`src/rtl/nerv_dmem_bridge_pkg.sv`:
```
// -----------------------------------------------------------------------------
// nerv_dmem_pkg
// Shared types and constants for the NERV data-memory bridge.
//   state_t                 : bridge FSM state encoding
//   TIMEOUT_CYCLES_DEFAULT  : default watchdog limit in clock cycles
// -----------------------------------------------------------------------------
package nerv_dmem_pkg;

    localparam int unsigned TIMEOUT_CYCLES_DEFAULT = 256;

    typedef enum logic [2:0] {
        ST_IDLE,
        ST_REQ,
        ST_WAIT,
        ST_DONE,
        ST_BUBBLE
    } state_t;

endpackage

```
`src/rtl/nerv_dmem_bridge_if.sv`:
```
// -----------------------------------------------------------------------------
// nerv_dmem_bridge_if
// Request/response bus between the data-memory bridge and the memory system.
//   bus_req_valid/ready          : request handshake (bridge -> memory)
//   bus_req_addr/wstrb/wdata     : request fields, wstrb == 0 means read
//   bus_rsp_valid                : one-cycle response or write acknowledge
//   bus_rsp_rdata, bus_rsp_err   : response data and error, qualified by valid
// Modports: master = bridge side, slave = memory side.
// -----------------------------------------------------------------------------
interface nerv_dmem_bridge_if;

    logic        bus_req_valid;
    logic        bus_req_ready;
    logic [31:0] bus_req_addr;
    logic [3:0]  bus_req_wstrb;
    logic [31:0] bus_req_wdata;
    logic        bus_rsp_valid;
    logic [31:0] bus_rsp_rdata;
    logic        bus_rsp_err;

    modport master (
        output bus_req_valid, bus_req_addr, bus_req_wstrb, bus_req_wdata,
        input  bus_req_ready, bus_rsp_valid, bus_rsp_rdata, bus_rsp_err
    );

    modport slave (
        input  bus_req_valid, bus_req_addr, bus_req_wstrb, bus_req_wdata,
        output bus_req_ready, bus_rsp_valid, bus_rsp_rdata, bus_rsp_err
    );

endinterface

```
`src/rtl/nerv_dmem_bridge_watchdog.sv`:
```
// -----------------------------------------------------------------------------
// nerv_dmem_watchdog
// Cycle counter that flags an outstanding bus transaction as timed out.
//   clock, reset : clock and synchronous active-high reset
//   clear        : restart the count (asserted when a request is captured)
//   count_en     : a transaction is outstanding this cycle
//   expired      : this is the TIMEOUT_CYCLES-th outstanding cycle
// Only instantiated when NERV_DMEM_BRIDGE_TIMEOUT_EN is defined.
// -----------------------------------------------------------------------------
module nerv_dmem_watchdog
    import nerv_dmem_pkg::*;
#(
    parameter int unsigned TIMEOUT_CYCLES = TIMEOUT_CYCLES_DEFAULT
) (
    input  logic clock,
    input  logic reset,
    input  logic clear,
    input  logic count_en,
    output logic expired
);

    localparam int unsigned    CW   = $clog2(TIMEOUT_CYCLES + 1);
    localparam logic [CW-1:0]  LAST = CW'(TIMEOUT_CYCLES - 1);

    logic [CW-1:0] count;

    // count holds the number of outstanding cycles already elapsed, so the
    // limit is reached during the cycle where count equals TIMEOUT_CYCLES-1.
    always_ff @(posedge clock) begin
        if (reset || clear) begin
            count <= '0;
        end else if (count_en && !expired) begin
            count <= count + 1'b1;
        end
    end

    assign expired = count_en && (count == LAST);

endmodule

```
`src/rtl/nerv_dmem_bridge.sv`:
```
// -----------------------------------------------------------------------------
// nerv_dmem_bridge
// Bridges the NERV core's combinational data-memory port onto a registered
// valid/ready request bus with a one-cycle response, stalling the core until
// the response arrives. After commit a one-cycle bubble lets the core reissue.
//   clock, reset        : clock and synchronous active-high reset
//   stall_in            : stall requested by other sources
//   stall               : stall to core (stall_in OR internal stall)
//   dmem_valid/addr/wstrb/wdata : core request (wstrb == 0 means read)
//   dmem_rdata          : read data to core, held in a register
//   bus_error           : sticky bus error / timeout flag
//   bus                 : nerv_dmem_bridge_if.master request/response bus
// Optional feature: define NERV_DMEM_BRIDGE_TIMEOUT_EN to add a watchdog that
// completes a transaction with an error after TIMEOUT_CYCLES cycles.
// -----------------------------------------------------------------------------
module nerv_dmem_bridge
    import nerv_dmem_pkg::*;
#(
    parameter int unsigned TIMEOUT_CYCLES = TIMEOUT_CYCLES_DEFAULT
) (
    input  logic        clock,
    input  logic        reset,
    input  logic        stall_in,
    output logic        stall,
    input  logic        dmem_valid,
    input  logic [31:0] dmem_addr,
    input  logic [3:0]  dmem_wstrb,
    input  logic [31:0] dmem_wdata,
    output logic [31:0] dmem_rdata,
    output logic        bus_error,
    nerv_dmem_bridge_if.master bus
);

    // The watchdog compares against TIMEOUT_CYCLES-1, so it needs at least 2.
    if (TIMEOUT_CYCLES < 2) begin : g_timeout_range
        $error("nerv_dmem_bridge: TIMEOUT_CYCLES must be at least 2");
    end

    state_t      state;
    state_t      state_next;
    logic        int_stall;
    logic        capture;
    logic        outstanding;
    logic        rsp_accept;
    logic        timeout_hit;
    logic        req_is_read;

    logic [31:0] req_addr;
    logic [3:0]  req_wstrb;
    logic [31:0] req_wdata;
    logic [31:0] rdata_q;

    assign capture     = (state == ST_IDLE) && dmem_valid;
    assign outstanding = (state == ST_REQ) || (state == ST_WAIT);
    // Responses are only taken in WAIT; one arriving alongside ready is dropped.
    assign rsp_accept  = (state == ST_WAIT) && bus.bus_rsp_valid;
    assign req_is_read = (req_wstrb == 4'b0000);

`ifdef NERV_DMEM_BRIDGE_TIMEOUT_EN
    nerv_dmem_watchdog #(
        .TIMEOUT_CYCLES (TIMEOUT_CYCLES)
    ) u_watchdog (
        .clock    (clock),
        .reset    (reset),
        .clear    (capture),
        .count_en (outstanding),
        .expired  (timeout_hit)
    );
`else
    assign timeout_hit = 1'b0;
`endif

    // ---------------------------------------------------------------- state register
    // NOTE: sequential state uses non-blocking assignments so every flop
    // samples the pre-edge value of every other flop.
    always_ff @(posedge clock) begin
        if (reset) begin
            state <= ST_IDLE;
        end else begin
            state <= state_next;
        end
    end

    // ---------------------------------------------------------------- next state
    // NOTE: a default is assigned before the case so no path leaves
    // state_next unassigned, which would otherwise infer a latch.
    always_comb begin
        state_next = state;
        unique case (state)
            ST_IDLE:   if (dmem_valid) state_next = ST_REQ;
            ST_REQ:    begin
                // The watchdog wins over a coincident ready: the transaction
                // is abandoned and any late response is dropped outside WAIT.
                if (timeout_hit)             state_next = ST_DONE;
                else if (bus.bus_req_ready)  state_next = ST_WAIT;
            end
            ST_WAIT:   if (bus.bus_rsp_valid || timeout_hit) state_next = ST_DONE;
            ST_DONE:   if (!stall_in) state_next = ST_BUBBLE;
            // The core reissues during the bubble; its dmem_valid is ignored here.
            ST_BUBBLE: state_next = ST_IDLE;
            default:   state_next = ST_IDLE;
        endcase
    end

    // ---------------------------------------------------------------- outputs
    always_comb begin
        int_stall         = 1'b0;
        bus.bus_req_valid = 1'b0;
        unique case (state)
            ST_IDLE:   int_stall = dmem_valid;
            ST_REQ:    begin
                int_stall         = 1'b1;
                bus.bus_req_valid = 1'b1;
            end
            ST_WAIT:   int_stall = 1'b1;
            default:   int_stall = 1'b0;
        endcase
    end

    assign stall             = stall_in | int_stall;
    assign bus.bus_req_addr  = req_addr;
    assign bus.bus_req_wstrb = req_wstrb;
    assign bus.bus_req_wdata = req_wdata;
    assign dmem_rdata        = rdata_q;

    // ---------------------------------------------------------------- request capture
    // NOTE: the captured request fields carry no reset; they are only observed
    // while bus_req_valid is high, which always follows a capture.
    always_ff @(posedge clock) begin
        if (capture) begin
            req_addr  <= dmem_addr;
            req_wstrb <= dmem_wstrb;
            req_wdata <= dmem_wdata;
        end
    end

    // ---------------------------------------------------------------- response / error
    always_ff @(posedge clock) begin
        if (reset) begin
            rdata_q   <= '0;
            bus_error <= 1'b0;
        end else if (rsp_accept) begin
            if (bus.bus_rsp_err) begin
                bus_error <= 1'b1;
            end
            // Write acknowledges leave the read-data register untouched.
            if (req_is_read) begin
                rdata_q <= bus.bus_rsp_err ? 32'h0 : bus.bus_rsp_rdata;
            end
        end else if (timeout_hit) begin
            bus_error <= 1'b1;
            rdata_q   <= '0;
        end
    end

endmodule

```
`src/flat_wrapper.sv`:
```
// flat-port wrapper written by rule: the top's interface ports become plain ports
module nerv_dmem_bridge_flat import nerv_dmem_pkg::*;
#(
    parameter int unsigned TIMEOUT_CYCLES = TIMEOUT_CYCLES_DEFAULT
)
  (clock, reset, stall_in, stall, dmem_valid, dmem_addr, dmem_wstrb, dmem_wdata, dmem_rdata, bus_error, bus_bus_req_valid, bus_bus_req_addr, bus_bus_req_wstrb, bus_bus_req_wdata, bus_bus_req_ready, bus_bus_rsp_valid, bus_bus_rsp_rdata, bus_bus_rsp_err);
  nerv_dmem_bridge_if bus_i ();
  input  logic clock;
  input  logic reset;
  input  logic stall_in;
  output logic stall;
  input  logic dmem_valid;
  input  logic [31:0] dmem_addr;
  input  logic [3:0] dmem_wstrb;
  input  logic [31:0] dmem_wdata;
  output logic [31:0] dmem_rdata;
  output logic bus_error;
  output wire logic [$bits(bus_i.bus_req_valid)-1:0] bus_bus_req_valid;
  output wire logic [$bits(bus_i.bus_req_addr)-1:0] bus_bus_req_addr;
  output wire logic [$bits(bus_i.bus_req_wstrb)-1:0] bus_bus_req_wstrb;
  output wire logic [$bits(bus_i.bus_req_wdata)-1:0] bus_bus_req_wdata;
  input wire logic [$bits(bus_i.bus_req_ready)-1:0] bus_bus_req_ready;
  input wire logic [$bits(bus_i.bus_rsp_valid)-1:0] bus_bus_rsp_valid;
  input wire logic [$bits(bus_i.bus_rsp_rdata)-1:0] bus_bus_rsp_rdata;
  input wire logic [$bits(bus_i.bus_rsp_err)-1:0] bus_bus_rsp_err;
  assign bus_bus_req_valid = bus_i.bus_req_valid;
  assign bus_bus_req_addr = bus_i.bus_req_addr;
  assign bus_bus_req_wstrb = bus_i.bus_req_wstrb;
  assign bus_bus_req_wdata = bus_i.bus_req_wdata;
  assign bus_i.bus_req_ready = bus_bus_req_ready;
  assign bus_i.bus_rsp_valid = bus_bus_rsp_valid;
  assign bus_i.bus_rsp_rdata = bus_bus_rsp_rdata;
  assign bus_i.bus_rsp_err = bus_bus_rsp_err;
  nerv_dmem_bridge #(.TIMEOUT_CYCLES(TIMEOUT_CYCLES)) u_core (.clock(clock), .reset(reset), .stall_in(stall_in), .stall(stall), .dmem_valid(dmem_valid), .dmem_addr(dmem_addr), .dmem_wstrb(dmem_wstrb), .dmem_wdata(dmem_wdata), .dmem_rdata(dmem_rdata), .bus_error(bus_error), .bus(bus_i));
endmodule
```
`config.mk`:
```
export PLATFORM = sky130hd
export DESIGN_NAME = nerv_dmem_bridge_flat
export DESIGN_NICKNAME = d
export VERILOG_FILES = /design/src/rtl/nerv_dmem_bridge_pkg.sv /design/src/rtl/nerv_dmem_bridge_if.sv /design/src/rtl/nerv_dmem_bridge_watchdog.sv /design/src/rtl/nerv_dmem_bridge.sv /design/src/flat_wrapper.sv
export SDC_FILE = /design/constraint.sdc
export NUM_CORES = 1
export LEC_CHECK = 0
export CAP_MARGIN = 20
export CORE_ASPECT_RATIO = 1.75
export CORE_MARGIN = 3
export CORE_UTILIZATION = 41
export DETAILED_ROUTE_END_ITERATION = 12
export GPL_ROUTABILITY_DRIVEN = 0
export GPL_TIMING_DRIVEN = 1
export PLACE_DENSITY = 0.81
export SYNTH_ARGS = -nofsm -noshare
export SYNTH_HDL_FRONTEND = slang
export SYNTH_SLANG_ARGS = --single-unit
```
`constraint.sdc`:
```
create_clock -name clock -period 16.09 [get_ports clock]
set_clock_uncertainty 0.15 [all_clocks]
set_input_delay 3.218 -clock clock [delete_from_list [all_inputs] [get_ports clock]]
set_output_delay 3.218 -clock clock [all_outputs]
set_load 0.02 [all_outputs]
```
# Yosys cells after proc, flatten, opt, wreduce, memory -nomap -nowiden
# Index checks and enable logic that the tools add are counted.
[totals]
reg_bits = 104
inputBits = 107
out_inout_bits = 103
word_cells = 30
[op_classes]
eq_ne = 7
mux = 8
bitwise = 1
reduce_logical = 8
[ops]
columns = ["operator", "count"]
rows = [
  ["$mux W32", 1],
  ["$mux W3", 4],
  ["$pmux W3 S4", 1],
  ["$ne A2 B2 Y1 const B", 4],
  ["$eq A3 B2 Y1 const B", 2],
  ["$logic_not A4 Y1", 1],
  ["$reduce_and A2 Y1", 2],
  ["$reduce_and A4 Y1", 1],
  ["$eq A3 B1 Y1 const B", 1],
  ["$logic_not A3 Y1", 1],
  ["$logic_and A1 B1 Y1", 2],
  ["$pmux W1 S2", 1],
  ["$reduce_or A2 Y1", 1],
  ["$mux W1", 1],
  ["$or A1 B1 Y1", 1],
]

# Longest topological paths before layout
# Gate-level depths: netlist of run 1.
[depth]
ltp_word = 4
depth_mapped = 6
ltp_nobuf = 3

# Worst setup path after synthesis of run 1
# OpenSTA, ideal clock, no wires.
[synth_path]
kind = "input port to flip-flop"
start = "input dmem_valid"
end = "register u_core.req_addr[0] (netlist: u_core.bus.bus_req_addr[0]) (enable)"
setup_ns = 0.685
arrival_ns = 10.106
required_ns = 15.255
slack_ns = 5.149
cell_stages = 1
n_path_buf = 0
path_cell_list = "nor4b_1"
[synth_between]
elab_chain_len = 1
[synth_lines]
columns = ["item", "line", "rtl"]
rows = [
  ["start, declared", "flat_wrapper.sv:12", "input logic dmem_valid;"],
  ["$logic_and A1 B1 Y1", "nerv_dmem_bridge.sv:53", "assign capture = (state == ST_IDLE) && dmem_valid;"],
  ["end signal, assigned", "nerv_dmem_bridge.sv:131", "req_addr <= dmem_addr;"],
  ["end, declared", "nerv_dmem_bridge.sv:48", "logic [31:0] req_addr;"],
]
# Every way passes these cells.
# A chain may end at the register's enable or synchronous reset.

# Final worst setup path of run 1
[layout_path]
start = "input dmem_valid"
end = "output stall"
[layout_between]
elab_chain_len = 2
[layout_lines]
columns = ["item", "line", "rtl"]
rows = [
  ["$pmux W1 S2", "nerv_dmem_bridge.sv:109", "unique case (state)"],
  ["$or A1 B1 Y1", "nerv_dmem_bridge.sv:120", "assign stall = stall_in | int_stall;"],
  ["end, declared", "flat_wrapper.sv:11", "output logic stall;"],
]
# Every way passes these cells.

==> impl_metrics.ini, run 1 <==
[setup_path]
worst_path_most_repeated_cell = clkdlybuf4s50_1
cp.arrival_ns = 4.69
critical_path.startpoint_type = primary input
end_kind = primary output
reg2reg_slack_ns = 13.94
crit_chain = clkdlybuf4s50_1 > or3_1 > a21o_1 > clkdlybuf4s50_1
cp_slowest_cell = clkdlybuf4s50_1
required_ns = 12.72
crit_type = in2out
path_max_fanout = 3
max_stage_delay_ns = 0.53

[clocking]
post-cts-setup-buffers = 0
path_clk_slew_ns = 0.06
cts_tree = yes
cts_resized = 0
cts_buffers = 9
clk_latency_ns = 0.34
h-tree-depth = 3
cts.sinks = 104
hold_buffers = 0
clk_path_buf_depth = 2
cts_root_buf = clkbuf_16

[logic_synthesis]
synth.cell_area_um2 = 3690
synthFlopType = edfxtp_1
yosys_warnings = 0
synthTopCellsByCount = edfxtp_1, dfxtp_1, a21oi_1
async_reset_ff_share_pct = 0
synth.distinct_cells = 28
ys_ff_latch = 104
netlist_instances = 241
synth_edf_count = 68
post-synth-top-count-cell = edfxtp_1
synth_nets = 348
yosysTopAreaCellShare_pct = 55.3
synth_top_area_cell = edfxtp_1
synthTopCellsByArea = edfxtp_1, dfxtp_1, nand4b_1, a21oi_1, o21ai_1
seq_area_frac_synth_pct = 74.8
syn_avg_cell_area_um2 = 15.3

[place]
port_buffers = 209
dp_hpwl_um = 7540

[pwr]
power_mw = 0.607
max-vdd-ir-drop_mv = 0.0883
p_per_area_nw_per_um2 = 99.4
p_leak_nw = 2.03

[grt]
grt_max_degree = 69
track_usage_pct = 20.5
grt_pass1_wl_um = 15900
gr-total-overflow = 0
grt_pass1_vias = 2967
antenna_found_initial = 0

[sta]
tns_ns = 0
slew_headroom_pct = 36.8
setup_viol = 0
fin_crit_sh_pct = 50.1
tightest_slew_ns = 0.946
max_clock_freq_mhz = 124
rsz0062_at_grt = false
drv_slew = 0
finalHoldViolCount = 0
min_period_ns = 8.06

[drt]
routedWlPerCell_um = 18.5
viasPerCell = 5.08
drtIter0Drc = 138
dr.pass1.iters = 4
ant_nets = 0
drc = 0
wirelength_um = 10500
vias = 2873

[floorplan]
core_area_um2 = 8730
start_util_pct = 42.3
die_area_um2 = 10200
num_rows = 45
chipHeight_um = 132
die_w_um = 77.7
ios = 210

[finish]
final_nets = 550
final_util_pct = 70.0
area_growth_pct = 65.5
diodes = 0
drive_above_1_share_pct = 5.58

[flow_run]
maxCapViolCount = 0

[run_status]
status = finished clean

[hold_path]
min_path_type = reg2reg
[registers in the layout, summed over array words and instances, names as in the netlist]
name	cells
u_core.bus.bus_req_addr	32
u_core.bus.bus_req_wdata	32
u_core.dmem_rdata	32
u_core.bus.bus_req_wstrb	4
u_core.state	3
u_core.bus_error	1
[through the flow]
stage | hold slack [ns] | instances | setup slack (ns) | instance area (um2)
global route | 0.333 | 565 | 7.99 | 6110
finish | 0.311 | 565 | 8.03 | 6110
global placement | 0.295 | 549 | 8.08 | 5810
floorplan | 0.358 | 241 | 5.15 | 3690
detailed placement | 0.304 | 549 | 8.02 | 5810
CTS | 0.313 | 565 | 8.02 | 6110
[critical path, delay by kind of cell]
family                 cells  cell delay [ns]
buffers and inverters      2             0.97
AND/OR/NAND/NOR            1             0.34
AO/OA/AOI/OAI              1             0.17
[power breakdown]
part / total (mW) / internal, mW / switching [mW]
sequential: 0.306 / 0.301 / 0.00510
combinational: 0.0844 / 0.0463 / 0.0381
clock: 0.216 / 0.125 / 0.0916
total: 0.607 / 0.472 / 0.135
[area by class of cell]
| class | instances | area, um2 |
|---|---|---|
| sequential | 104 | 2760 |
| fill | 610 | 2620 |
| timing repair buffer | 212 | 2110 |
| multi-input combinational | 114 | 778 |
| clock buffer | 11 | 243 |
| tap | 117 | 146 |
| clock inverter | 5 | 56.3 |
| inverter | 2 | 7.51 |
[layout by cell type (no fill, tap or decap)]
master           count
o21ai_1             28
nand4b_1            32
and4bb_2             1
dfxtp_1             36
o21ai_2              2
nor3_1               2
clkbuf_1             1
a211oi_1             1
nand4bb_2            1
inv_1                2
clkinv_1             1
clkbuf_8             1
nor4b_2              1
a21oi_1             34
inv_6                1
nand3b_1             1
clkbuf_16            9
clkinv_4             1
nor3b_1              1
mux4_2               1
edfxtp_1            68
clkinv_2             1
or4_4                1
bufinv_16            1
nor2_1               1
o21ai_0              3
clkdlybuf4s50_1    209
a21o_1               1
or3_1                2
buf_4                3
nor4_4               1
[metal layers]
| metal | wire length, um | global-route usage, % | up-vias |
|---|---|---|---|
| met5 | 0 | 0 | - |
| met4 | 335 | 11.6 | 0 |
| met3 | 729 | 3.70 | 19 |
| met2 | 5740 | 37.0 | 122 |
| met1 | 3660 | 21.7 | 1397 |
| li1 | - | - | 1335 |
[logic make-up (layout without fill, tap and decap cells)]
family | count (synthesis) | in the layout | synth area share, %
AOI/OAI and AO/OA | 69 | 69 | 9.69
buffers and inverters | 23 | 230 | 4.37
DFF | 104 | 104 | 74.8
muxes | 1 | 1 | 0.610
and+or+nand+nor | 44 | 44 | 10.5
[worst paths after layout]
| kind | end | cells past startpoint | from |
|---|---|---|---|
| setup / recovery | stall | 4 | dmem_valid |
| setup reg to reg | u_core.dmem_rdata[31] | 3 | u_core.state[1] |
| hold reg to reg | u_core.dmem_rdata[2] | 2 | u_core.dmem_rdata[2] |
| hold / removal | u_core.dmem_rdata[2] | 2 | u_core.dmem_rdata[2] |
Power figures use the tool's default switching activity.
==> run 2: changes to the inputs <==
--- a/config.mk
+++ b/config.mk
@@ -8,11 +8,11 @@
 export CAP_MARGIN = 20
 export CORE_ASPECT_RATIO = 1.75
 export CORE_MARGIN = 3
-export CORE_UTILIZATION = 41
+export CORE_UTILIZATION = 38
 export DETAILED_ROUTE_END_ITERATION = 12
 export GPL_ROUTABILITY_DRIVEN = 0
 export GPL_TIMING_DRIVEN = 1
-export PLACE_DENSITY = 0.81
+export PLACE_DENSITY = 0.76
 export SYNTH_ARGS = -nofsm -noshare
 export SYNTH_HDL_FRONTEND = slang
 export SYNTH_SLANG_ARGS = --single-unit
==> constraint.sdc (replaced) <==
create_clock -name clock -period 8.3 [get_ports clock]
set_clock_uncertainty 0.15 [all_clocks]
set_input_delay 1.66 -clock clock [delete_from_list [all_inputs] [get_ports clock]]
set_output_delay 1.66 -clock clock [all_outputs]
set_load 0.02 [all_outputs]
==> run 2 against run 1 <==
  * Hold slack better by 0.013 ns
  * Cell count grew 1.1%
  * Routed wire length increased by 0.85%
  * Utilization is 5.5 points lower
  * Register-to-register slack worse by 7.9 ns
  * Sequential power increased by 94%
  * Combinational power up 94%
  * Die area up 7.4%
  * Design area barely moved
  * Clock power increased by 84%
  * Critical endpoint unchanged
  * First-iteration DRC count decreased by 26%
  * Highest routed layer unchanged
==> impl_metrics.ini, run 2 (synthesis results as in run 1) <==
[run_status]
status = finished clean

[drt]
wirelength_um = 10600
drtIter0Drc = 102
ant_nets = 0
drc = 0
dr.pass1.iters = 4
routedWlPerCell_um = 18.5
dr_wl_met2_um = 5840
top_layer = met4
vias = 2848
wl_met1_um = 3640
viasPerCell = 4.99
wl_met3_um = 936

[sta]
finalHoldViolCount = 0
tns_ns = 0
setup_viol = 0
max_clock_freq_mhz = 203
rsz0062_at_grt = false
drv_slew = 0
tightest_slew_ns = 0.992
fin_crit_sh_pct = 59.3
min_period_ns = 4.92
slew_headroom_pct = 33.6

[grt]
grt_pass1_vias = 2830
track_usage_pct = 18.9
antenna_found_initial = 0
gr-total-overflow = 0
grt_max_degree = 65
grt_pass1_wl_um = 15400

[finish]
layout_commonest_cell = clkdlybuf4s50_1
area_growth_pct = 65.5
instances_no_fill = 571
final_nets = 551
final_cell_mix = clkdlybuf4s50_1, edfxtp_1, dfxtp_1, a21oi_1, nand4b_1
diodes = 0
drive_above_1_share_pct = 5.79
final_util_pct = 64.5
final.fill_count = 746

[clocking]
cts.sinks = 104
path_clk_slew_ns = 0.07
h-tree-depth = 3
clk_path_buf_depth = 2
cts_tree = yes
cts_buffers = 9
post-cts-setup-buffers = 0
cts_resized = 0
clk_latency_ns = 0.33
cts_root_buf = clkbuf_16
hold_buffers = 0

[setup_path]
cp.arrival_ns = 3.11
critical_path.startpoint_type = primary input
required_ns = 6.49
crit_type = in2out
end_kind = primary output
path_max_fanout = 3

[floorplan]
core_area_um2 = 9470
start_util_pct = 39.0
ios = 210
die_w_um = 80.5
chipHeight_um = 136
die_area_um2 = 11000
num_rows = 47

[place]
dp_hpwl_um = 7890
placed_cells = 555
port_buffers = 209

[pwr]
p_per_area_nw_per_um2 = 189
max-vdd-ir-drop_mv = 0.106
p_leak_nw = 2.02

[hold_path]
min_path_type = reg2reg

[flow_run]
maxCapViolCount = 0
-- run 2: metrics by stage --
| stage | power [mW] | area [um2] | hold slack [ns] | worst slack (ns) |
|---|---|---|---|---|
| 2_1_floorplan | 0.668 | 3700 | 0.369 | 2.21 |
| 3_3_place_gp | 0.767 | 5830 | 0.299 | 3.39 |
| 6_report | 1.15 | 6110 | 0.324 | 3.38 |
| 3_5_place_dp | 0.771 | 5830 | 0.314 | 3.38 |
| 5_1_grt | 1.20 | 6110 | 0.345 | 3.34 |
| 4_1_cts | 1.17 | 6110 | 0.323 | 3.37 |
-- run 2: worst max-delay path, cell delays in order --
cell and delay, ns:
clkdlybuf4s50_1 0.44, or3_1 0.32, a21o_1 0.16, clkdlybuf4s50_1 0.53
-- run 2: power by group --
group / switching [mW] / total, mW / internal (mW)
sequential: 0.0101 / 0.593 / 0.583
combinational: 0.0742 / 0.164 / 0.0903
clock: 0.188 / 0.397 / 0.208
-- run 2: path summary, 6_finish.rpt --
| check | slack, ns | depth (start not counted) | end | from |
|---|---|---|---|---|
| hold reg to reg | 0.32 | 2 | u_core.bus_error | u_core.bus_error |
| hold / removal | 0.32 | 2 | u_core.bus_error | u_core.bus_error |
| setup / recovery | 3.38 | 4 | stall | dmem_valid |
| setup reg to reg | 6.09 | 4 | u_core.dmem_rdata[31] | u_core.state[1] |
-- run 2: layer usage --
layer,global-route usage [%],vias up
met5,0,-
met4,6.20,0
met3,5.37,10
met2,35.5,141
met1,19.7,1359
li1,-,1338
-- run 2: cell type report --
class / instances / area (um2) / share of cell area [%]
Sequential cell: 104 / 2760 / 45.2
Multi-Input combinational cell: 114 / 782 / 12.8
Timing Repair Buffer: 213 / 2120 / 34.7
Inverter: 2 / 7.51 / 0.123
Tap cell: 122 / 153 / 2.50
Clock buffer: 10 / 229 / 3.75
Clock inverter: 6 / 53.8 / 0.881
==> run 3: changes to the inputs <==
--- a/config.mk
+++ b/config.mk
@@ -8,11 +8,11 @@
 export CAP_MARGIN = 20
 export CORE_ASPECT_RATIO = 1.75
 export CORE_MARGIN = 3
-export CORE_UTILIZATION = 38
+export CORE_UTILIZATION = 34
 export DETAILED_ROUTE_END_ITERATION = 12
 export GPL_ROUTABILITY_DRIVEN = 0
 export GPL_TIMING_DRIVEN = 1
-export PLACE_DENSITY = 0.76
+export PLACE_DENSITY = 0.72
 export SYNTH_ARGS = -nofsm -noshare
 export SYNTH_HDL_FRONTEND = slang
 export SYNTH_SLANG_ARGS = --single-unit
==> constraint.sdc (replaced) <==
create_clock -name clock -period 4.2 [get_ports clock]
set_clock_uncertainty 0.15 [all_clocks]
set_input_delay 0.84 -clock clock [delete_from_list [all_inputs] [get_ports clock]]
set_output_delay 0.84 -clock clock [all_outputs]
set_load 0.02 [all_outputs]
==> run 3 against run 2 <==
  * Routed wire length grew 2.7%
  * Hold slack got worse by 0.013 ns
  * Largest power group unchanged
  * Via count increased by 2.0%
  * Cell count increased by 0.88%
  * Combinational power is 98% higher
  * Sequential power grew 97%
  * Total power up 110%
  * Sequential share of layout area fell by 0.33 points
  * Utilization shrank 5.5 points
==> impl_metrics.ini, run 3 (synthesis results as in run 1) <==
[setup_path]
required_ns = 3.21
path_max_fanout = 3
crit_start = dmem_valid
cp.arrival_ns = 2.31
r2r_start = u_core.state[1]
critical_path.startpoint_type = primary input
crit_type = in2out
end_kind = primary output

[finish]
regArea_um2 = 2760
diodes = 0
multi_input_area_um2 = 782
drive_above_1_share_pct = 5.79
final.fill_count = 851
layout_commonest_cell = clkdlybuf4s50_1
final_cell_mix = clkdlybuf4s50_1, edfxtp_1, dfxtp_1, a21oi_1, nand4b_1
area_growth_pct = 66.7
final_nets = 551

[pwr]
p_switching_mw = 0.533
p_per_area_nw_per_um2 = 389
internal-power_mw = 1.86
seq_power_share_pct = 49.1
switching_share_pct = 22.3
max-vdd-ir-drop_mv = 0.237
combPwrFrac_pct = 13.6
p_leak_nw = 2.04
p_clk_share_pct = 37.4

[clocking]
cts_resized = 0
cts_buffers = 9
path_clk_slew_ns = 0.07
hold_buffers = 0
h-tree-depth = 3
cts_tree = yes
cts.sinks = 104
cts_root_buf = clkbuf_16
clk_path_buf_depth = 2
clk_latency_ns = 0.33
post-cts-setup-buffers = 0

[hold_path]
min_path_type = reg2reg
hp-start = u_core.dmem_rdata[2]

[drt]
ant_nets = 0
drc = 0
wirelength_um = 10800
viasPerCell = 5.04
drtIter0Drc = 114
dr.pass1.iters = 4
vias = 2904
routedWlPerCell_um = 18.8

[floorplan]
start_util_pct = 35.4
chipHeight_um = 144
core_area_um2 = 10400
ios = 210
die_area_um2 = 12200
num_rows = 49
die_w_um = 84.8

[sta]
tns_ns = 0
rsz0062_at_grt = false
max_clock_freq_mhz = 303
finalHoldViolCount = 0
min_period_ns = 3.30
slew_headroom_pct = 39.1
setup_viol = 0
tightest_slew_ns = 0.911
fin_crit_sh_pct = 78.5
drv_slew = 0
hold_ws_ns = 0.310

[grt]
grt_pass1_vias = 2980
antenna_found_initial = 0
gr-total-overflow = 0
grt_pass1_wl_um = 16300
track_usage_pct = 17.3
grt_max_degree = 69

[place]
dp_hpwl_um = 8020
port_buffers = 209

[run_status]
status = finished clean

[flow_run]
maxCapViolCount = 0
run 3: stage by stage:
step | total power, mW | util, % | std cells | instance area, um2 | setup WS, ns
floorplan | 1.32 | - | 241 | 3710 | 0.564
global placement | 1.52 | 56.0 | 560 | 5830 | 0.920
detailed placement | 1.52 | 56.0 | 560 | 5830 | 0.904
CTS | 2.42 | 59.1 | 576 | 6150 | 0.901
global route | 2.48 | 59.1 | 576 | 6150 | 0.868
finish | 2.39 | 59.1 | 576 | 6150 | 0.903
run 3: final cells by class:
| cell class | instances | area share [%] |
|---|---|---|
| flip-flops and latches | 104 | 44.9 |
| inverters | 2 | 0.122 |
| repair buffers | 213 | 34.5 |
| clock buffers | 10 | 3.72 |
| well taps | 127 | 2.58 |
| multi-input cells | 114 | 12.7 |
| clock inverters | 6 | 1.50 |
run 3: path summary, 6_finish.rpt:
check | to | slack [ns] | cells past startpoint
setup / recovery | stall | 0.90 | 4
hold / removal | u_core.dmem_rdata[2] | 0.31 | 2
hold reg to reg | u_core.dmem_rdata[2] | 0.31 | 2
setup reg to reg | u_core.dmem_rdata[29] | 2.25 | 3
run 3: power by group through the flow:
stage               logic, mW  clock network [mW]  registers (mW)
floorplan              0.0600                   0            1.26
global placement        0.320                   0            1.20
detailed placement      0.327                   0            1.20
CTS                     0.328               0.914            1.17
global route            0.340               0.962            1.18
finish                  0.324               0.894            1.17
run 3: critical path, stage by stage:
cell and delay (ns):
clkdlybuf4s50_1 0.44, or3_1 0.33, a21o_1 0.17, clkdlybuf4s50_1 0.53
run 3: routing by layer:
metal,part of all wire [%],global-route usage [%],vias to the layer above
met1,37,18.9,1382
met5,0,0,-
li1,-,-,1340
met3,9.1,5.91,12
met4,1.4,5.25,0
met2,53,31.5,170
